File: config.mk
export PLATFORM = sky130hd
export DESIGN_NAME = i2s_dac_tx
export DESIGN_NICKNAME = d
export VERILOG_FILES = /design/src/rtl/i2s_dac_tx.sv
export SDC_FILE = /design/constraint.sdc
export NUM_CORES = 1
export LEC_CHECK = 0
export CORE_ASPECT_RATIO = 0.7
export CORE_MARGIN = 1
export CORE_UTILIZATION = 45
export DETAILED_ROUTE_END_ITERATION = 10
export PLACE_DENSITY = 0.63
export SYNTH_ARGS = -nofsm -noshare
export SYNTH_HDL_FRONTEND = slang
export SYNTH_SLANG_ARGS = --single-unit
export TNS_END_PERCENT = 5
File: constraint.sdc
create_clock -name clk -period 2.4 [get_ports clk]
set_input_delay 0.24 -clock clk [delete_from_list [all_inputs] [get_ports clk]]
set_output_delay 0.24 -clock clk [all_outputs]
set_load 0.01 [all_outputs]
File: src/rtl/i2s_dac_tx.sv
// Mono sample FIFO feeding a Philips-I2S serialiser for the WM8731 DAC.
// Both slots of a frame carry the same held sample.
module i2s_dac_tx #(
  parameter int DATA_WIDTH = 16,
  parameter int SLOT_BITS  = 32,
  parameter int BCLK_HALF  = 4,
  parameter int FIFO_DEPTH = 4
) (
  input  logic                  clk,
  input  logic                  reset_n,
  input  logic [DATA_WIDTH-1:0] in_dat,
  input  logic                  in_valid,
  output logic                  in_ready,
  input  logic                  status_clr,
  output logic                  underrun,
  output logic                  overrun,
  output logic                  bclk,
  output logic                  dac_lr_clk,
  output logic                  dac_dat
);

  localparam int DW   = DATA_WIDTH;
  localparam int BW   = $clog2(2 * SLOT_BITS);
  localparam int DIVW = (BCLK_HALF > 1) ? $clog2(BCLK_HALF) : 1;
  localparam int PW   = (FIFO_DEPTH > 1) ? $clog2(FIFO_DEPTH) : 1;
  localparam int CW   = $clog2(FIFO_DEPTH + 1);

  localparam logic [DIVW-1:0] DIV_LAST = DIVW'(BCLK_HALF - 1);
  localparam logic [BW-1:0]   BIT_LAST = BW'(2 * SLOT_BITS - 1);
  localparam logic [BW-1:0]   SLOT     = BW'(SLOT_BITS);
  localparam logic [BW-1:0]   DW_K     = BW'(DATA_WIDTH);
  localparam logic [CW-1:0]   DEPTH_C  = CW'(FIFO_DEPTH);

  logic [DIVW-1:0] div_cnt;
  logic [BW-1:0]   bit_cnt;
  logic [BW-1:0]   bit_nxt;
  logic [BW-1:0]   k_nxt;
  logic            lr_nxt;
  logic            dat_nxt;
  logic [DW-1:0]   held;
  logic [DW-1:0]   shifted;
  logic [DW-1:0]   mem [FIFO_DEPTH];
  logic [PW-1:0]   wr_ptr;
  logic [PW-1:0]   rd_ptr;
  logic [CW-1:0]   count;
  logic [CW-1:0]   count_nxt;
  logic            div_wrap;
  logic            fall_evt;
  logic            frame_start;
  logic            push;
  logic            pop;

  always_comb begin
    div_wrap    = (div_cnt == DIV_LAST);
    fall_evt    = bclk && div_wrap;
    bit_nxt     = (bit_cnt == BIT_LAST) ? '0 : bit_cnt + 1'b1;
    lr_nxt      = (bit_nxt >= SLOT);
    k_nxt       = lr_nxt ? bit_nxt - SLOT : bit_nxt;
    // MSB lands one BCLK after the LRCK edge (k=1)
    shifted     = held << (k_nxt - 1'b1);
    dat_nxt     = (k_nxt != '0) && (k_nxt <= DW_K) && shifted[DW-1];
    frame_start = fall_evt && (bit_nxt == '0);
    push        = in_valid && in_ready;
    pop         = frame_start && (count != '0);
    count_nxt   = count;
    unique case (1'b1)
      push && !pop: count_nxt = count + 1'b1;
      pop && !push: count_nxt = count - 1'b1;
      default:      count_nxt = count;
    endcase
  end

  always_ff @(posedge clk) begin
    if (push) mem[wr_ptr] <= in_dat;
  end

  always_ff @(posedge clk or negedge reset_n) begin
    if (!reset_n) begin
      div_cnt    <= '0;
      bclk       <= 1'b0;
      bit_cnt    <= BIT_LAST;
      dac_lr_clk <= 1'b1;
      dac_dat    <= 1'b0;
      held       <= '0;
      wr_ptr     <= '0;
      rd_ptr     <= '0;
      count      <= '0;
      in_ready   <= 1'b1;
      underrun   <= 1'b0;
      overrun    <= 1'b0;
    end else begin
      div_cnt <= div_wrap ? '0 : div_cnt + 1'b1;
      if (div_wrap) bclk <= !bclk;
      if (fall_evt) begin
        bit_cnt    <= bit_nxt;
        dac_lr_clk <= lr_nxt;
        dac_dat    <= dat_nxt;
      end
      if (pop) begin
        held   <= mem[rd_ptr];
        rd_ptr <= rd_ptr + 1'b1;
      end
      if (push) wr_ptr <= wr_ptr + 1'b1;
      count    <= count_nxt;
      in_ready <= (count_nxt < DEPTH_C);
      // a set event in the same cycle beats status_clr
      underrun <= (frame_start && (count == '0)) ||
                  (underrun && !status_clr);
      overrun  <= (in_valid && !in_ready) ||
                  (overrun && !status_clr);
    end
  end

endmodule

==> results of run 1 <==
-- path summary, 6_finish.rpt --
path                                        startpoint              endpoint  slack [ns]
min in group clk                  div_cnt[0]$_DFF_PN0_  div_cnt[0]$_DFF_PN0_        0.42
worst max register to register  bit_cnt[0]$_DFFE_PN1P_   dac_dat$_DFFE_PN0P_        0.10
max in group asynchronous                      reset_n  div_cnt[0]$_DFF_PN0_        1.87
worst min-delay path                           reset_n      bclk$_DFFE_PN0P_       0.008
worst min register to register    div_cnt[0]$_DFF_PN0_  div_cnt[0]$_DFF_PN0_        0.42
worst max-delay path            bit_cnt[0]$_DFFE_PN1P_   dac_dat$_DFFE_PN0P_        0.10
-- placed cells by master (no fill, tap or decap), drive strengths merged, types with 2 or more instances in the layout --
cell type / synthesis / final
o31ai: 2 / 2
clkbuf: 3 / 12
o21ai: 7 / 7
and3: 5 / 5
a31oi: 2 / 2
mux4: 18 / 18
a21oi: 5 / 5
buf: 9 / 16
nand2: 10 / 10
dfrtp: 29 / 29
mux2: 22 / 22
dfstp: 8 / 8
clkdlybuf4s50: 0 / 24
ha: 7 / 7
clkinv: 0 / 2
edfxtp: 64 / 64
inv: 7 / 9
nand3: 3 / 3
o41ai: 2 / 2
a32oi: 2 / 2
nor2: 10 / 10
nand4: 2 / 2
xor2: 3 / 3
xnor2: 7 / 7
-- metal layers --
metal  share of wire (%)  wire length (um)
met1                  46              3382
met2                  47              3474
met4                 2.3               170
met3                 5.0               373
met5                   0                 0
-- registers in the layout, indices dropped and copies added (netlist names), 2 cells and up --
signal   flops
mem         64
bit_cnt      6
div_cnt      2
count        3
held        16
wr_ptr       2
rd_ptr       2
-- layout make-up --
type	count	area, um2
Clock buffer	12	246.5
Clock inverter	4	31.28
Fill cell	731	4110
Inverter	7	26.28
Multi-Input combinational cell	125	1310
Sequential cell	101	2858
Tap cell	124	155.1
Timing Repair Buffer	40	370.4
-- power by group through the flow --
stage	sequential (mW)	clock (mW)	combinational, mW
after detailed placement	2.24	0	0.450
after floorplan	2.21	0	0.248
after CTS	2.20	1.38	0.453
after global routing	2.22	1.45	0.500
final	2.20	1.34	0.447
after global placement	2.23	0	0.439
-- cell families (layout without fill, tap and decap cells) --
| kind of cell | Yosys count | after routing | synth area share, % |
|---|---|---|---|
| buffers and inverters | 19 | 63 | 2.593 |
| XOR/XNOR | 10 | 10 | 2.063 |
| AND/OR/NAND/NOR | 39 | 39 | 5.333 |
| flip-flops | 101 | 101 | 67.30 |
| adder cells (fa/ha/maj) | 8 | 8 | 2.534 |
| AO/OA/AOI/OAI | 28 | 28 | 4.714 |
| multiplexers | 40 | 40 | 15.47 |
-- what timing repair did --
| action | CTS | global route |
|---|---|---|
| endpoints found under the setup margin | 0 | 2 |
| buffers inserted | 0 | 2 |
| gates resized for setup | 0 | 2 |
-- metrics by stage --
stage / hold WS (ns) / cell area, um2
finish: 0.007625 / 4997
global route: 0.06517 / 4997
CTS: 0.02829 / 4976
detailed placement: 0.3989 / 4698
global placement: 0.3819 / 4698
floorplan: -0.05559 / 4272
==> impl_metrics.ini, run 1 <==
[status]
status = finished clean

[floorplan]
die_y_um = 83.28
io_pins = 26
core-area_mm2 = 0.009107
fp.dieArea_mm2 = 0.009836
start_util_pct = 46.63
fp.dieW_um = 118.1
num_rows = 29

[clock_network]
cts.clk_slew.worst_paths_ns = 0.06
ctsRootBufferMaster = clkbuf_16
clock_latency_ns = 0.34
htree_levels = 3
clock_path_buffers = 2
clock-sinks = 101
postCtsHoldBufs = 0
cts_tree = yes
cts_buffers = 9

[drt]
drcViolationCount = 0
routed_wl_mm = 7.400
drt_first_pass_iters = 4
first_iter_violations = 120
vias_per_cell = 5.458
wire_per_inst_um = 17.92
vias = 2254
ant_nets = 0

[cells_and_area]
area_growth_pct = 17.68
drive_gt1_share_pct = 28.72
fin_cells = 413
num_antenna_cells = 0
final_core_util_pct = 54.87
final_nets = 312

[worst_setup_path]
cp_cell_sequence = buf_4, ha_4, mux4_2, or3b_2, a21oi_1, o211a_1, a31oi_1
critPathTopFamily = flip-flops
crit_slowest_cell = dfstp_2
crit_fanout = 6
critPathBufInv = 1
startpoint_type = register
reg2reg_depth = 7
crit_type = reg2reg
max_stage_delay_ns = 0.55
arrival_ns = 2.52
required_ns = 2.62
crit_cells = 7
critical_path.endpoint_type = register

[sta]
finalSetupViolations = 0
finalHoldViolCount = 0
skew_ns = 0.005783
timing.final.ws_setup_ns = 0.1023
fmax_ghz = 0.4352
rsz0062_at_grt = no
period_share_pct = 95.74
report.final.slew_viol_count = 0
tightestPinTransition_ns = 0.8372
setup-tns-final_ns = 0
relSlewSlack_pct = 44.18
fin_crit_ns = 2.298

[place]
port_buffers = 25
placed_cells = 395
dp_hpwl_mm = 4.671
place.gp.congestion = 0.7789
pre_cts_slack_ns = 0.1452

[synthesis]
synth-edff-count = 64
ys_top_cells_by_area = edfxtp_1, dfrtp_1, mux4_2
yosys-top-cells-count = edfxtp_1, dfrtp_1, mux4_2
ys_warn_count = 0
synthFlopType = edfxtp_1
synth_area_mm2 = 0.004247
async_reset_ff_share_pct = 36.63
synth-seq-cells = 101
yosysMostFrequentCell = edfxtp_1
netlist-cell-type-count = 48
avgSynthCellArea_um2 = 17.33
yosysSeqAreaShare_pct = 67.30
synthesis.nets = 273
yosysTopAreaCellShare_pct = 45.26
synth_cells = 245
yosys.area.top_type = edfxtp_1

[global_route]
antenna_found_initial = 0
globalRouteMet2Util_pct = 25.88
grt_overflow = 0
grt_pass1_vias = 2302
grtUsageMet3_pct = 5.288
grt_max_degree = 38
met1_usage_pct = 22.81
grt_pass1_wl_mm = 12.22
grt-busiest-layer = met2
globalRouteTotalUtil_pct = 16.97

[pwr]
internal_power_mw = 3.043
seqPwrFrac_pct = 55.2
p_leak_nw = 1.848
p_comb_share_pct = 11.2
ir_worst_vdd_mv = 0.5405
power_mw = 3.989
sw_frac_of_total_pct = 23.72
powerDensity_mw_per_mm2 = 798.2
pwr-share-clk_pct = 33.6
p_sw_mw = 0.9462

[run]
cap_violations = 0

[worst_hold_path]
min_path_type = in2async
No activity file was read; power rests on OpenSTA's default activity.
==> run 2: changes to the inputs <==
Settings changed: CAP_MARGIN set to 30, PLACE_DENSITY 0.63 to 0.6.
Clock period 2.4 ns to 2.6 ns, I/O delays scaled along.
==> run 2 against run 1 <==
  * Worst setup slack gained 0.11 ns
  * Count of clock-buffer cells in the layout shrank 1
  * Die area is the same
  * Sequential share of layout area grew 0.68 points
  * Critical path type unchanged
  * Highest routed layer unchanged
==> impl_metrics.ini, run 2 (synthesized netlist as in run 1, its figures left out) <==
[status]
status = finished clean

[sta]
report.final.slew_viol_count = 0
tightestPinTransition_ns = 0.8021
timing.final.ws_setup_ns = 0.2171
finalHoldViolCount = 0
fin_crit_ns = 2.383
holdWs_ns = 0.005163
skew_ns = 0.006236
relSlewSlack_pct = 46.53
fmax_ghz = 0.4197
rsz0062_at_grt = no
setup-tns-final_ns = 0
finalSetupViolations = 0
period_share_pct = 91.65

[floorplan]
core-area_mm2 = 0.009107
die_y_um = 83.28
start_util_pct = 46.63
num_rows = 29
fp.dieW_um = 118.1
io_pins = 26
fp.dieArea_mm2 = 0.009836

[clock_network]
clock-sinks = 101
htree_levels = 3
clock_latency_ns = 0.34
cts_tree = yes
cts_buffers = 9
clock_path_buffers = 2
ctsRootBufferMaster = clkbuf_16
cts.clk_slew.worst_paths_ns = 0.06
cts_resized = 0
postCtsHoldBufs = 0
postCtsSetupBuffers = 0

[cells_and_area]
ff_latch_area_mm2 = 0.002858
top_regs = mem x64, held x16, bit_cnt x6
final_core_util_pct = 54.22
fillers = 743
fin_cells = 409
final_nets = 309
multi_input_area_mm2 = 0.001279
largest_reg_flops = 64
top_register = mem
mostFrequentLayoutCell = edfxtp_1
drive_gt1_share_pct = 27.02
area_growth_pct = 16.29
num_antenna_cells = 0
mostFrequentLayoutCells = edfxtp_1, dfrtp_1, clkdlybuf4s50_1, mux4_2, mux2_2

[global_route]
grt_max_degree = 38
globalRouteTotalUtil_pct = 16.07
antenna_found_initial = 0
grt_pass1_wl_mm = 11.56
grt_overflow = 0
grt_pass1_vias = 2130

[drt]
vias = 2200
drcViolationCount = 0
vias_per_cell = 5.379
first_iter_violations = 172
wire_per_inst_um = 17.04
drt_first_pass_iters = 4
routed_wl_mm = 6.968
ant_nets = 0

[worst_setup_path]
cp_cell_sequence = and3_2, nor4_4, o2111ai_2, nor2_4, ha_1, fa_1, xnor2_1, nor2_1, xor2_1, inv_1
reg2reg_depth = 10
required_ns = 2.88
crit_slowest_cell = dfstp_2
arrival_ns = 2.66
crit_type = reg2reg
crit_fanout = 6
max_stage_delay_ns = 0.57
critical_path.endpoint_type = register
startpoint_type = register

[worst_hold_path]
min_path_type = in2async

[place]
dp_hpwl_mm = 4.560
placed_cells = 391
port_buffers = 25
pre_cts_slack_ns = 0.1188
place.gp.congestion = 0.8450

[run]
cap_violations = 0

[pwr]
p_leak_nw = 1.836
ir_worst_vdd_mv = 0.4579
powerDensity_mw_per_mm2 = 745.3
==> run 2: per-stage QoR <==
step	power [mW]	cell area (um2)
3_5_place_dp	2.469	4631
3_3_place_gp	2.457	4631
4_1_cts	3.734	4916
6_report	3.681	4938
5_1_grt	3.843	4938
2_1_floorplan	2.268	4247
==> run 2: critical path, delay by kind of cell, from the launching register on <==
| family | cells | cell delay [ns] |
|---|---|---|
| AND/OR/NAND/NOR | 4 | 0.51 |
| XOR/XNOR | 2 | 0.33 |
| AO/OA/AOI/OAI | 1 | 0.24 |
| flip-flops | 1 | 0.57 |
| buffers and inverters | 1 | 0.06 |
| adder cells (fa/ha/maj) | 2 | 0.61 |
==> run 2: area by class of cell <==
type	count	area share, %
clock buffer	11	5.143
clock inverter	4	0.6334
inverter	7	0.5320
multi-input combinational	125	25.89
sequential	101	57.87
tap	124	3.142
timing repair buffer	37	6.790
==> run 2: path summary, 6_finish.rpt <==
kind                       slack [ns]                    end              startpoint
max                              0.22     in_ready$_DFF_PN1_  bit_cnt[0]$_DFFE_PN1P_
min                             0.005    held[0]$_DFFE_PN0P_                 reset_n
max reg2reg                      0.22     in_ready$_DFF_PN1_  bit_cnt[0]$_DFFE_PN1P_
min reg2reg                      0.43   div_cnt[0]$_DFF_PN0_    div_cnt[0]$_DFF_PN0_
max in group asynchronous        2.09  wr_ptr[0]$_DFFE_PN0P_                 reset_n
min in group clk                 0.43   div_cnt[0]$_DFF_PN0_    div_cnt[0]$_DFF_PN0_
==> run 2: power breakdown <==
part | switching (mW) | internal (mW)
registers | 0.0914 | 1.94
clock network | 0.550 | 0.706
logic | 0.214 | 0.183
==> run 2: routing by layer <==
| metal | vias up | share of wire (%) | track usage, % |
|---|---|---|---|
| met5 | - | 0 | 0 |
| met4 | 0 | 1.6 | 6.294 |
| li1 | 1024 | - | - |
| met3 | 11 | 4.8 | 5.151 |
| met1 | 1112 | 49 | 23.59 |
| met2 | 53 | 44 | 22.14 |
==> RTL change 1: new RTL, flow settings as in run 1 <==
`DATA_WIDTH`: 16 -> 32.
--- a/src/rtl/i2s_dac_tx.sv
+++ b/src/rtl/i2s_dac_tx.sv
@@ -1,7 +1,7 @@
 // Mono sample FIFO feeding a Philips-I2S serialiser for the WM8731 DAC.
 // Both slots of a frame carry the same held sample.
 module i2s_dac_tx #(
-  parameter int DATA_WIDTH = 16,
+  parameter int DATA_WIDTH = 32,
   parameter int SLOT_BITS  = 32,
   parameter int BCLK_HALF  = 4,
   parameter int FIFO_DEPTH = 4
Ports: changed (resized in_dat); port bits go from 26 to 42. No check against the original RTL was run, so the function may have changed too.
==> RTL change 1 against run 1 <==
The flow now finishes with violations (negative setup slack); synthesized area is 76% higher; core utilization is 0.37 points higher; via count up 68%; sequential cell count grew 80; total power up 84%; design area increased by 80%; wire length grew 84%; worst setup slack worse by 0.11 ns; largest power group unchanged.
==> RTL change 1: results (changes against run 1) <==
{| class="wikitable"
! Metric !! Value
|-
| Outcome || complete, but fails checks
|-
| Violations in the final reports || negative setup slack
|-
| Estimated wirelength of the detail-placed design || 8540 µm (+83%)
|-
| # H-tree levels || 4 (+1)
|-
| Post-synthesis net count || 450 (+65%)
|-
| Leading cell types by total area after synthesis || edfxtp_1, dfrtp_1, mux4_2
|-
| All-layer global routing usage || 17.4% (+0.47 points)
|-
| Buffering overhead || 7.98% (+0.57 points)
|-
| Die Area || 0.0172 mm² (+75%)
|-
| Worst-case clock skew || 0.0108 ns (+0.00501 ns)
|-
| First-pass GRT wire length || 21500 µm (+76%)
|-
| Number of flops mapped to enable cells by yosys || 128 (+100%)
|-
| Number of library cell types mapped by synthesis || 60 (+25%)
|-
| Worst Path Arrival || 2.71 ns (+0.19 ns)
|-
| Fraction of standard cell area that is sequential || 57.5% (+0.36 points)
|-
| Placed insts || 670 (+70%)
|-
| Sequential share of the synthesized area || 69.1% (+1.8 points)
|-
| Met2 Track Usage GR || 27.3% (+1.4 points)
|-
| Final setup violation count || 1 (+1)
|-
| Input/output buffers || 41 (+64%)
|-
| Pin count of the biggest net entering global routing || 33 (-13%)
|-
| Fin worst setup slack || -0.00844 ns (-0.111 ns)
|-
| Met3 usage || 3.63% (-1.7 points)
|-
| Count of state elements after synthesis || 181 (+79%)
|-
| Reg2reg path depth || 8 (+1)
|-
| Layout filler cell count || 1290 (+76%)
|-
| Worst-case vdd ir drop || 0.400 mV (-26%)
|-
| Signal buffers || 69 (+73%)
|-
| Met3 wire len || 529 µm (+42%)
|-
| WL met2 || 6410 µm (+85%)
|-
| Static leakage || 0.00324 µW (+75%)
|-
| Number of combinational gates with multiple inputs || 192 (+54%)
|-
| Combined area of the multi-input logic cells || 0.00220 mm² (+68%)
|-
| Nets@finish || 514 (+65%)
|-
| Met1 Track Usage GR || 24.1% (+1.3 points)
|-
| Share of final layout cell area taken by clock buffers and inverters || 6.57% (+1.0 points)
|-
| Setup crit end || count[1]$_DFFE_PN0N_
|}
RTL change 1: cell types whose count changed after synthesis, moves of 4 or more:
cell,delta
a211oi_1,+4
dfrtp_1,+16
edfxtp_1,+64
mux2_1,-6
mux2_2,-9
mux2_4,+27
mux2i_1,+5
mux4_2,+15
nand2b_1,+6
o211ai_1,+4
RTL change 1: timing repair:
item                                    4_1_cts  5_1_grt
endpoints found under the setup margin        1        4
gates resized for setup                       2        5
hold buffers                                  1        0
pin swaps                                     1        3
hold endpoints to repair                     19        0
buffers inserted                              3        1
RTL change 1: stage by stage:
| stage | instance area [µm²] | worst slack [ns] | setup TNS [ns] | hold WS (ns) | power (µW) |
|---|---|---|---|---|---|
| final | 9000 | -0.00844 | -0.00844 | 0.369 | 7330 |
| after global routing | 9000 | -0.0986 | -0.297 | 0.421 | 7610 |
| after CTS | 8970 | -0.000367 | -0.000367 | 0.364 | 7410 |
| after detailed placement | 8330 | -0.0331 | -0.0331 | 0.283 | 4680 |
| after global placement | 8330 | 0.0429 | 0 | 0.277 | 4630 |
| after floorplan | 7540 | -0.212 | -0.595 | -0.0556 | 4290 |
RTL change 1: logic make-up after synthesis:
logic type                 Yosys count  synth area share, %
DFF                                181                 69.1
buffers and inverters               32                 2.64
AOI/OAI and AO/OA                   47                 4.58
muxes                               71                 16.7
xor gates and xnor gates            10                 1.27
adders and majority gates            9                 1.60
and+or+nand+nor                     55                 4.04
RTL change 1: critical path, cell delays in order, from the launching register on:
cell and delay (ns):
dfstp_2 0.62, ha_4 0.19, nand2_4 0.07, a21o_1 0.17, a21oi_2 0.12, and4b_2 0.29
ha_4 0.15, fa_1 0.39, mux2_2 0.28
RTL change 1: power by group:
group	total (µW)	switching (µW)	internal (µW)
registers	3880	114	3770
clock network	2740	1260	1480
logic	704	394	310
total	7330	1770	5560
==> RTL change 2: new RTL, settings of run 1 <==
Without the edit above. Register the output `underrun` once more, cleared by the reset; this adds one clock of latency there. The other outputs are not delayed to match.
--- a/src/rtl/i2s_dac_tx.sv
+++ b/src/rtl/i2s_dac_tx.sv
@@ -30,6 +30,8 @@
   localparam logic [BW-1:0]   SLOT     = BW'(SLOT_BITS);
   localparam logic [BW-1:0]   DW_K     = BW'(DATA_WIDTH);
   localparam logic [CW-1:0]   DEPTH_C  = CW'(FIFO_DEPTH);
+
+  logic underrun_s0;
 
   logic [DIVW-1:0] div_cnt;
   logic [BW-1:0]   bit_cnt;
@@ -86,7 +88,7 @@
       rd_ptr     <= '0;
       count      <= '0;
       in_ready   <= 1'b1;
-      underrun   <= 1'b0;
+      underrun_s0 <= 1'b0;
       overrun    <= 1'b0;
     end else begin
       div_cnt <= div_wrap ? '0 : div_cnt + 1'b1;
@@ -104,12 +106,20 @@
       count    <= count_nxt;
       in_ready <= (count_nxt < DEPTH_C);
       // a set event in the same cycle beats status_clr
-      underrun <= (frame_start && (count == '0)) ||
-                  (underrun && !status_clr);
+      underrun_s0 <= (frame_start && (count == '0)) ||
+                  (underrun_s0 && !status_clr);
       overrun  <= (in_valid && !in_ready) ||
                   (overrun && !status_clr);
     end
   end
 
+  always_ff @(posedge clk or negedge reset_n) begin
+    if (!reset_n) begin
+      underrun <= '0;
+    end else begin
+      underrun <= underrun_s0;
+    end
+  end
+
 endmodule
 
Check against the original RTL: not equivalent (Yosys sat finds a counterexample within 10 cycles, from zero or initial values and one cycle with reset_n low).
==> RTL change 2 against run 1 <==
Count of clock-buffer cells in the layout fell by 2; combinational power decreased by 2%; design area up 0.40%; the flow now finishes with violations (negative hold slack); wire length down 2.9%; sequential cell count increased by 1; synthesized area is 0.59% higher; total power rose by 2.3%; worst setup slack improved by 0.032 ns.
==> RTL change 2: results (changes against run 1) <==
{| class="wikitable"
! Metric !! Value
|-
| Outcome || complete, but fails checks
|-
| Violations in the final reports || negative hold slack
|-
| Vias || 2210 (-2.0%)
|-
| Iter 0 DRT Violations || 167 (+39%)
|-
| Parity-gate share of the synthesized area counting xor and xnor cells || 2.05% (-0.012 points)
|-
| Top cells by instance count after synthesis || edfxtp_1, dfrtp_1, mux4_2
|-
| Launch point of the worst reg-to-reg path || bit_cnt[1]$_DFFE_PN1P_
|-
| Crit path largest cell delay || 0.59 ns (+0.04 ns)
|-
| Compound-gate portion of the synthesized area || 4.69% (-0.028 points)
|-
| Worst Path Arrival || 2.55 ns (+0.03 ns)
|-
| Sequential share of the synthesized area || 67.5% (+0.19 points)
|-
| Power per unit of standard cell area || 813 mW/mm² (+1.9%)
|-
| Worst flop-to-flop path endpoint || in_ready$_DFF_PN1_
|-
| Final worst path period share || 94.4% (-1.3 points)
|-
| Worst-case clock skew || 0.00682 ns (+0.00104 ns)
|-
| Estimated wirelength of the detail-placed design || 4660 µm (-0.32%)
|-
| Comb power || 437 µW (-2%)
|-
| Number of global-route vias before repair || 2208 (-4.1%)
|-
| Ys flop type || edfxtp_1
|-
| Number of library cell types mapped by synthesis || 48 (unchanged)
|-
| Slew margin rel. || 44.2% (about the same)
|-
| Reg2reg path depth || 10 (+3)
|-
| Latest clock arrival within the worst-skew pair || 0.35 ns
|-
| Layout filler cell count || 761 (+4.1%)
|-
| Worst slack on hold paths || -0.00425 ns (-0.0119 ns)
|-
| Clock group power || 1430 µW (+7%)
|-
| Static leakage || 0.00187 µW (+1.1%)
|-
| Final number of hold-violating endpoints || 12 (+12)
|-
| Weighted congestion reported at the end of routability-driven placement || 0.807 (+3.6%)
|-
| Reg2reg setup slack || 0.13 ns (+0.03 ns)
|-
| Post-synthesis mux area share || 15.4% (-0.091 points)
|-
| Number of warnings issued by yosys || 0 (unchanged)
|-
| Post-synthesis net count || 274 (+0.37%)
|-
| Worst-case vdd ir drop || 0.549 mV (+1.6%)
|-
| Layout area overhead || 17.5%
|-
| Detail-routed net length per standard cell || 17.4 µm (-2.9%)
|-
| Area share of fa/ha/maj cells after synthesis || 2.52% (-0.015 points)
|-
| Leading cell types by total area after synthesis || edfxtp_1, dfrtp_1, mux4_2
|-
| First-pass GRT wire length || 11800 µm (-3.7%)
|-
| Mean area per synthesized cell || 17.4 µm² (+0.18%)
|-
| Net switching component of the power || 1000 µW (+5.9%)
|-
| Placed insts || 397 (+0.51%)
|-
| Pin count of the biggest net entering global routing || 39 (+2.6%)
|-
| All-layer global routing usage || 16.3% (-0.63 points)
|-
| Nets@finish || 312 (unchanged)
|-
| Synth async-reset ratio || 37.3% (+0.62 points)
|-
| CP Max Fanout || 5 (-1)
|-
| Total Wirelength || 7190 µm (-2.9%)
|-
| Synth top area share || 45.0% (-0.27 points)
|}
## RTL change 2: cell count changes in the layout (fill, tap and decap cells not counted), sizes merged
cell           run 1  this run
inv                9        12
clkbuf            12        10
clkinv             2         1
buf               16        15
dfrtp             29        30
## RTL change 2: layout make-up
class | instances | share of cell area [%]
clock buffer | 10 | 4.76
inverter | 7 | 0.524
tap | 124 | 3.09
multi-input combinational | 125 | 26.0
clock inverter | 6 | 1.20
timing repair buffer | 39 | 6.98
sequential | 102 | 57.5
## RTL change 2: layer usage
layer / GRT usage, % / wire [µm]
met1: 23.1 / 3480
met2: 23.3 / 3190
met3: 5.26 / 305
met4: 7.13 / 208
met5: 0 / 0
## RTL change 2: critical path: cells and delay by family (launching register included)
kind | cells | cell delay [ns]
DFF | 1 | 0.59
adders and majority gates | 2 | 0.54
and+or+nand+nor | 4 | 0.45
xor gates and xnor gates | 2 | 0.32
AOI/OAI and AO/OA | 1 | 0.25
buffers and inverters | 1 | 0.06
